$ cat src/rtl/pc_sequencer_if.sv
// Bus between the control FSM and the program-counter sequencer.
// The control side drives the mode strobes and reads back the PC and stack status.
interface pc_sequencer_if #(
  parameter int N     = 9,
  parameter int OW    = 5,
  parameter int DEPTH = 4
) ();
  localparam int LW = $clog2(DEPTH + 1);

  logic          E;
  logic          L;
  logic          B;
  logic          C;
  logic          R;
  logic [N-1:0]  D;
  logic [OW-1:0] OFF;
  logic          clr_err;
  logic [N-1:0]  Q;
  logic [LW-1:0] level;
  logic          full;
  logic          empty;
  logic          err;

  modport master (
    output E, L, B, C, R, D, OFF, clr_err,
    input  Q, level, full, empty, err
  );

  modport slave (
    input  E, L, B, C, R, D, OFF, clr_err,
    output Q, level, full, empty, err
  );
endinterface

$ cat src/rtl/pc_sequencer.sv
// Program-counter successor: increment, load, signed relative branch, and
// call/return through a LIFO return-address stack with a sticky error flag.
module pc_sequencer #(
  parameter int N     = 9,
  parameter int OW    = 5,
  parameter int DEPTH = 4
) (
  input  logic          clock,
  input  logic          reset,
  pc_sequencer_if.slave bus
);
  localparam int LW = $clog2(DEPTH + 1);
  localparam int AW = (DEPTH > 1) ? $clog2(DEPTH) : 1;

  typedef enum logic [2:0] {
    OP_HOLD,
    OP_INC,
    OP_BRANCH,
    OP_LOAD,
    OP_RET,
    OP_CALL
  } op_e;

  logic [N-1:0]  q_q, q_d;
  logic [LW-1:0] level_q, level_d;
  logic          err_q, err_d;
  logic [N-1:0]  stack_q [DEPTH];

  op_e           op;
  logic          full, empty, push, err_evt;
  logic [AW-1:0] push_idx, pop_idx;
  logic [N-1:0]  ret_addr;

  function automatic logic signed [N-1:0] sext_off(input logic signed [OW-1:0] off);
    return N'(off);
  endfunction

  assign full     = (level_q == LW'(DEPTH));
  assign empty    = (level_q == '0);
  assign push_idx = AW'(level_q);
  assign pop_idx  = AW'(level_q - LW'(1));
  assign ret_addr = q_q + N'(1);

  // Only the highest-priority strobe acts; lower ones lose their error effects too.
  always_comb begin
    op = OP_HOLD;
    if (bus.C)      op = OP_CALL;
    else if (bus.R) op = OP_RET;
    else if (bus.L) op = OP_LOAD;
    else if (bus.B) op = OP_BRANCH;
    else if (bus.E) op = OP_INC;
  end

  always_comb begin
    q_d     = q_q;
    level_d = level_q;
    push    = 1'b0;
    err_evt = 1'b0;
    case (op)
      OP_CALL: begin
        q_d = bus.D;
        if (full) begin
          err_evt = 1'b1;
        end else begin
          push    = 1'b1;
          level_d = level_q + LW'(1);
        end
      end
      OP_RET: begin
        if (empty) begin
          err_evt = 1'b1;
        end else begin
          q_d     = stack_q[pop_idx];
          level_d = level_q - LW'(1);
        end
      end
      OP_LOAD:   q_d = bus.D;
      OP_BRANCH: q_d = q_q + sext_off(bus.OFF);
      OP_INC:    q_d = q_q + N'(1);
      default:   ;
    endcase

    // A new error outranks a simultaneous clear.
    err_d = err_q;
    if (bus.clr_err) err_d = 1'b0;
    if (err_evt)     err_d = 1'b1;
  end

  always_ff @(posedge clock or negedge reset) begin
    if (!reset) begin
      q_q     <= '0;
      level_q <= '0;
      err_q   <= 1'b0;
    end else begin
      q_q     <= q_d;
      level_q <= level_d;
      err_q   <= err_d;
    end
  end

  // Return-address storage carries no reset; entries above level are never read.
  always_ff @(posedge clock) begin
    if (push) stack_q[push_idx] <= ret_addr;
  end

  assign bus.Q     = q_q;
  assign bus.level = level_q;
  assign bus.full  = full;
  assign bus.empty = empty;
  assign bus.err   = err_q;
endmodule

$ cat src/flat_wrapper.sv
// flat-port wrapper written by rule: the top's interface ports become plain ports
module pc_sequencer_flat 
#(
  parameter int N     = 9,
  parameter int OW    = 5,
  parameter int DEPTH = 4
)
  (clock, reset, bus_E, bus_L, bus_B, bus_C, bus_R, bus_D, bus_OFF, bus_clr_err, bus_Q, bus_level, bus_full, bus_empty, bus_err);
  pc_sequencer_if #(.N(N), .OW(OW), .DEPTH(DEPTH)) bus_i ();
  input  logic clock;
  input  logic reset;
  input wire logic [$bits(bus_i.E)-1:0] bus_E;
  input wire logic [$bits(bus_i.L)-1:0] bus_L;
  input wire logic [$bits(bus_i.B)-1:0] bus_B;
  input wire logic [$bits(bus_i.C)-1:0] bus_C;
  input wire logic [$bits(bus_i.R)-1:0] bus_R;
  input wire logic [$bits(bus_i.D)-1:0] bus_D;
  input wire logic [$bits(bus_i.OFF)-1:0] bus_OFF;
  input wire logic [$bits(bus_i.clr_err)-1:0] bus_clr_err;
  output wire logic [$bits(bus_i.Q)-1:0] bus_Q;
  output wire logic [$bits(bus_i.level)-1:0] bus_level;
  output wire logic [$bits(bus_i.full)-1:0] bus_full;
  output wire logic [$bits(bus_i.empty)-1:0] bus_empty;
  output wire logic [$bits(bus_i.err)-1:0] bus_err;
  assign bus_i.E = bus_E;
  assign bus_i.L = bus_L;
  assign bus_i.B = bus_B;
  assign bus_i.C = bus_C;
  assign bus_i.R = bus_R;
  assign bus_i.D = bus_D;
  assign bus_i.OFF = bus_OFF;
  assign bus_i.clr_err = bus_clr_err;
  assign bus_Q = bus_i.Q;
  assign bus_level = bus_i.level;
  assign bus_full = bus_i.full;
  assign bus_empty = bus_i.empty;
  assign bus_err = bus_i.err;
  pc_sequencer #(.N(N), .OW(OW), .DEPTH(DEPTH)) u_core (.clock(clock), .reset(reset), .bus(bus_i));
endmodule
$ cat config.mk
export PLATFORM = sky130hd
export DESIGN_NAME = pc_sequencer_flat
export DESIGN_NICKNAME = d
export VERILOG_FILES = /design/src/rtl/pc_sequencer_if.sv /design/src/rtl/pc_sequencer.sv /design/src/flat_wrapper.sv
export SDC_FILE = /design/constraint.sdc
export NUM_CORES = 1
export LEC_CHECK = 0
export ABC_AREA = 1
export BUFFER_PORTS_ARGS = -buffer_cell sky130_fd_sc_hd__buf_2
export CAP_MARGIN = 20
export CORE_MARGIN = 1
export CORE_UTILIZATION = 44
export DETAILED_ROUTE_END_ITERATION = 10
export PLACE_DENSITY = 0.64
export SYNTH_ARGS = -nofsm -noshare
export SYNTH_HDL_FRONTEND = slang
export SYNTH_SLANG_ARGS = --single-unit
$ cat constraint.sdc
create_clock -name clock -period 3.5 [get_ports clock]
set_input_delay 0.875 -clock clock [delete_from_list [all_inputs] [get_ports clock]]
set_output_delay 0.875 -clock clock [all_outputs]
set_load 0.005 [all_outputs]
# Word-level counts from Yosys, hierarchy flattened
# Memories as Yosys holds them, arrays and structs flattened.
# Index checks and enable logic that the tools add are counted.
# op_classes
addsub	4
n_eq_ne	8
n_mux	19
n_reduce_logical	7
# ops
cell	n
9-bit one-hot mux with 4 select lines	1
3-bit two-way mux	6
9-bit by 1-bit adder with 9-bit output (second input constant)	1
9-bit adder	1
3-bit equality test (second input constant)	3
1-bit two-way mux	9
9-bit two-way mux	1
3-bit by 2-bit equality test with 1-bit output (second input constant)	2
3-bit one-hot mux with 2 select lines	1
2-bit inequality test (second input constant)	2
2-bit nonzero test	2
4-bit nonzero test	1
3-bit by 1-bit adder with 3-bit output (second input constant)	1
3-bit by 1-bit equality test with 1-bit output (second input constant)	1
3-bit logical NOT	1
3-bit AND reduction	1
3-bit by 1-bit subtractor with 3-bit output (second input constant)	1
1-bit one-hot mux with 2 select lines	1
2-bit AND reduction	1
2-bit OR reduction	1
# totals
ff_bits	13
ram_bits	36
input_bits	22
word_cells	42
memories	1
# memory_table
memory	depth	width	read_ports	rd_ports_with_merged_regs	wr	line	text
u_core.stack_q	4	9	1	0	1	pc_sequencer.sv:27	logic [N-1:0] stack_q [DEPTH];

# Logic depth before layout (Yosys ltp)
# logic_depth
depth_word	9
depth_mapped	12
depth_no_buf	11

# Worst setup path before layout
# Ideal clock, no wire load.
# synth_path
kind	input to register
startpoint	input bus_OFF[0]
endpoint	register u_core.q_q[8], in the netlist u_core.bus.Q[8]
setup_time_ns	0.116
t_arrival_ns	1.981
t_required_ns	3.384
path_slack_ns	1.403
cell_stages	10
n_path_buf	0
path_cell_list	ha_1 > fa_1 > nand2_1 > nand2_1 > nand3_1 > nand3b_1 > nand3_1 > nand2_1 > nand2_1 > nand2_1
# synth_between
elab_chain_len	2
# synth_lines
item	line	text
start, declared	flat_wrapper.sv:18	input wire logic [$bits(bus_i.OFF)-1:0] bus_OFF;
9-bit adder	pc_sequencer.sv:78	OP_BRANCH: q_d = q_q + sext_off(bus.OFF);
9-bit one-hot mux with 4 select lines	pc_sequencer.sv:59	case (op)
end signal, assigned	pc_sequencer.sv:95	q_q <= q_d;
end, declared	pc_sequencer.sv:24	logic [N-1:0] q_q, q_d;
# Every way passes these cells.
# A chain may end at the register's enable or synchronous reset.

# Worst setup path after layout
# layout_path
startpoint	register u_core.level_q[0], in the netlist u_core.bus.level[0]
endpoint	output bus_full
# layout_between
elab_chain_len	1
# layout_lines
item	line	text
start, declared	pc_sequencer.sv:25	logic [LW-1:0] level_q, level_d;
start signal, assigned	pc_sequencer.sv:96	level_q <= level_d;
3-bit equality test	pc_sequencer.sv:38	assign full = (level_q == LW'(DEPTH));
end, declared	flat_wrapper.sv:22	output wire logic [$bits(bus_i.full)-1:0] bus_full;
# Every way passes these cells.

==> flow_metrics.py <==
metrics = {
    "sta": {
        "post-route-min-period_ns": 2.43,
        "period_share_pct": 69.4,
        "clock-skew-final_ns": 0.00750,
        "fin_setup_tns_ns": 0,
        "finalWorstSetupSlack_ns": 1.07,
        "max_clock_freq_mhz": 412,
        "finalHoldViolCount": 0,
        "finalSetupViolations": 0,
        "worst-slew-pin-transition_ns": 0.959,
        "grt_setup_unrepaired": "false",
        "maxSlewHeadroom_pct": 35.9,
        "hold_slack_ns": 0.450,
        "report.final.slew_viol_count": 0,
    },
    "logic_synthesis": {
        "postSynthNetCount": 397,
        "netlist-cell-type-count": 29,
        "yosysSeqAreaShare_pct": 48.1,
        "synth_seq_cells": 49,
        "syn_inst": 360,
        "post_synth.cell_area_avg_um2": 8.13,
        "syn_area_um2": 2930,
        "synth-warning-count": 0,
    },
    "floorplanning": {
        "dieArea_um2": 6980,
        "fp-row-count": 29,
        "io_pins": 37,
        "dieHeight_um": 83.6,
        "core_um2": 6390,
        "die_x_um": 83.6,
        "start_util_pct": 45.8,
    },
    "critical_path": {
        "classification_of_the_worst_setup_path": "register to output port",
        "cp.arrival_ns": 1.55,
        "critical_path_required_ns": 2.62,
        "critical_path.max_fanout": 23,
        "end_kind": "output port",
        "critPathLaunchType": "register",
    },
    "global_routing": {
        "grt_pass1_wl_mm": 11.0,
        "grt_pass1_vias": 2257,
        "grt.total_usage_pct": 19.8,
        "grt_max_degree": 24,
        "grt_antenna_before_repair": 0,
        "global_route.overflow_total": 0,
    },
    "route": {
        "route.detailed.drc": 0,
        "detailroute.via_count": 2384,
        "final_antenna_net_count": 0,
        "post_drt_via_cell_ratio": 5.01,
        "routed_wirelength_mm": 6.41,
        "wl_per_cell_um": 13.5,
        "first_pass_iters": 5,
        "initial_drt_markers": 126,
    },
    "clock_network": {
        "cts_tree": "yes",
        "cts_hold_buf": 0,
        "cts_htree_levels": 2,
        "worstSkewPairLatency_ns": 0.30,
        "cts_post_setup_buffers_inserted": 0,
        "cts_repair_resize_count": 0,
        "cts.sinks": 49,
        "cts_root_buf": "sky130_fd_sc_hd__clkbuf_8",
        "cts_buffer_depth": 2,
        "cts_made_buffers": 5,
        "cts.reportedPaths.clkPinSlew_ns": 0.09,
    },
    "pwr": {
        "share_of_total_power_in_the_clock_network_pct": 18.0,
        "total_leakage_power_nw": 1.55,
        "worst_vdd_drop_uv": 324,
        "seq_power_share_pct": 37.2,
        "total_power_mw": 2.67,
        "p_sw_share_pct": 40.9,
        "design_internal_power_mw": 1.58,
        "power_density_nw_per_um2": 807,
        "power.combinational.fraction_pct": 44.7,
        "power_switching_mw": 1.09,
    },
    "placed_design": {
        "io_buffer_count": 36,
        "place_inst": 468,
        "gp_congestion": 0.773,
        "placement.setup.worst_slack_ns": 1.16,
        "dp.final_hpwl_mm": 4.91,
    },
    "run": {
        "maxCapViolCount": 0,
    },
    "outcome": {
        "outcome": "finished, final reports clean",
    },
    "cells_and_area": {
        "final_layout_size_suffix_gt1_share_pct": 14.0,
        "finish.net_count": 435,
        "layoutNonFillerInstCount": 476,
        "ant_cells": 0,
        "num-fill-cells": 635,
        "flow.area_growth_from_synthesis_pct": 13.0,
    },
    "worst_hold_path": {
        "worst_hold_path_class": "input port to asynchronous set/reset pin",
    },
}
[per-stage QoR]
step / area (µm²) / util (%)
6_report: 3310 / 51.8
5_1_grt: 3310 / 51.8
4_1_cts: 3310 / 51.8
3_5_place_dp: 3170 / 49.6
3_3_place_gp: 3170 / 49.6
2_1_floorplan: 2930 / -
[final timing paths]
check	from	end	slack, ns	depth (start not counted)
setup / recovery	u_core.bus.level[0]$_DFFE_PN0P_	bus_full	1.07	6
hold / removal	reset	u_core.bus.Q[3]$_DFFE_PN0P_	0.45	1
min in group clock	u_core.bus.level[2]$_DFFE_PN0P_	u_core.bus.level[2]$_DFFE_PN0P_	0.52	1
hold reg to reg	u_core.bus.level[2]$_DFFE_PN0P_	u_core.bus.level[2]$_DFFE_PN0P_	0.52	1
max in group asynchronous	reset	u_core.bus.level[0]$_DFFE_PN0P_	2.82	1
setup reg to reg	u_core.bus.level[0]$_DFFE_PN0P_	u_core.stack_q[0][2]$_DFFE_PP_	1.15	6
[final cells by class]
class / instances / area (µm²) / share of cell area, %
clock inverters: 3 / 68.8 / 2.08
flip-flops and latches: 49 / 1410 / 42.5
well taps: 77 / 96.3 / 2.91
multi-input cells: 262 / 1320 / 39.8
inverters: 42 / 158 / 4.77
clock buffers: 5 / 68.8 / 2.08
repair buffers: 38 / 195 / 5.90
[cell usage after synthesis, drive strengths merged]
cell type	instances	share of area (%)
fa	1	0.68
a21oi	10	1.7
ha	14	6.0
o22ai	7	1.5
or2	3	0.64
clkinv	1	0.13
dfrtp	13	11
o211ai	1	0.26
edfxtp	36	37
nand2	114	15
nand3	21	3.6
nor2	55	7.4
buf	7	1.6
o21bai	2	0.51
nand3b	6	1.5
inv	41	5.3
o21ai	18	3.6
xor2	3	0.90
xnor2	2	0.60
nand4	4	0.85
and2	1	0.21
[power by group through the flow]
stage               sequential, mW  clock, mW  combinational [mW]
floorplan                    0.988          0               0.835
global placement              1.00          0                1.19
detailed placement            1.01          0                1.20
CTS                          0.993      0.488                1.21
global route                  1.02      0.511                1.37
finish                       0.994      0.482                1.19
[flip-flops by register name, indices dropped and copies added (netlist names)]
name              cells
u_core.bus.Q          9
u_core.bus.err        1
u_core.stack_q       36
u_core.bus.level      3
[per-layer routing]
layer	GRT usage (%)	routed length, µm
met1	27.1	2950
met4	5.08	57
met2	32.8	2990
met5	0	0
met3	3.56	416
[cells by family after synthesis]
family,after synthesis,synth area share (%)
and+or+nand+nor,204,29.2
adders and majority gates,15,6.67
DFF,49,48.1
buffers and inverters,49,7.01
AOI/OAI and AO/OA,38,7.57
xor gates and xnor gates,5,1.50
[placed cells by master, fill, tap and decap left out, drive strengths merged]
cell / count
ha: 14
o21ai: 18
nand2: 114
nand3: 21
or2: 3
bufinv: 2
dfrtp: 13
o21bai: 2
and2: 1
o22ai: 7
nor2: 55
nand3b: 6
inv: 42
xor2: 3
edfxtp: 36
o211ai: 1
nand4: 4
buf: 38
clkbuf: 5
a21oi: 10
clkinv: 1
xnor2: 2
fa: 1
[critical path, cell delays in order (launching register included)]
cell,delay [ns]
sky130_fd_sc_hd__dfrtp_1,0.33
sky130_fd_sc_hd__buf_4,0.25
sky130_fd_sc_hd__clkinv_1,0.13
sky130_fd_sc_hd__ha_1,0.24
sky130_fd_sc_hd__nand2_1,0.14
sky130_fd_sc_hd__inv_1,0.05
sky130_fd_sc_hd__buf_2,0.12
No activity file was read; power rests on OpenSTA's default activity.
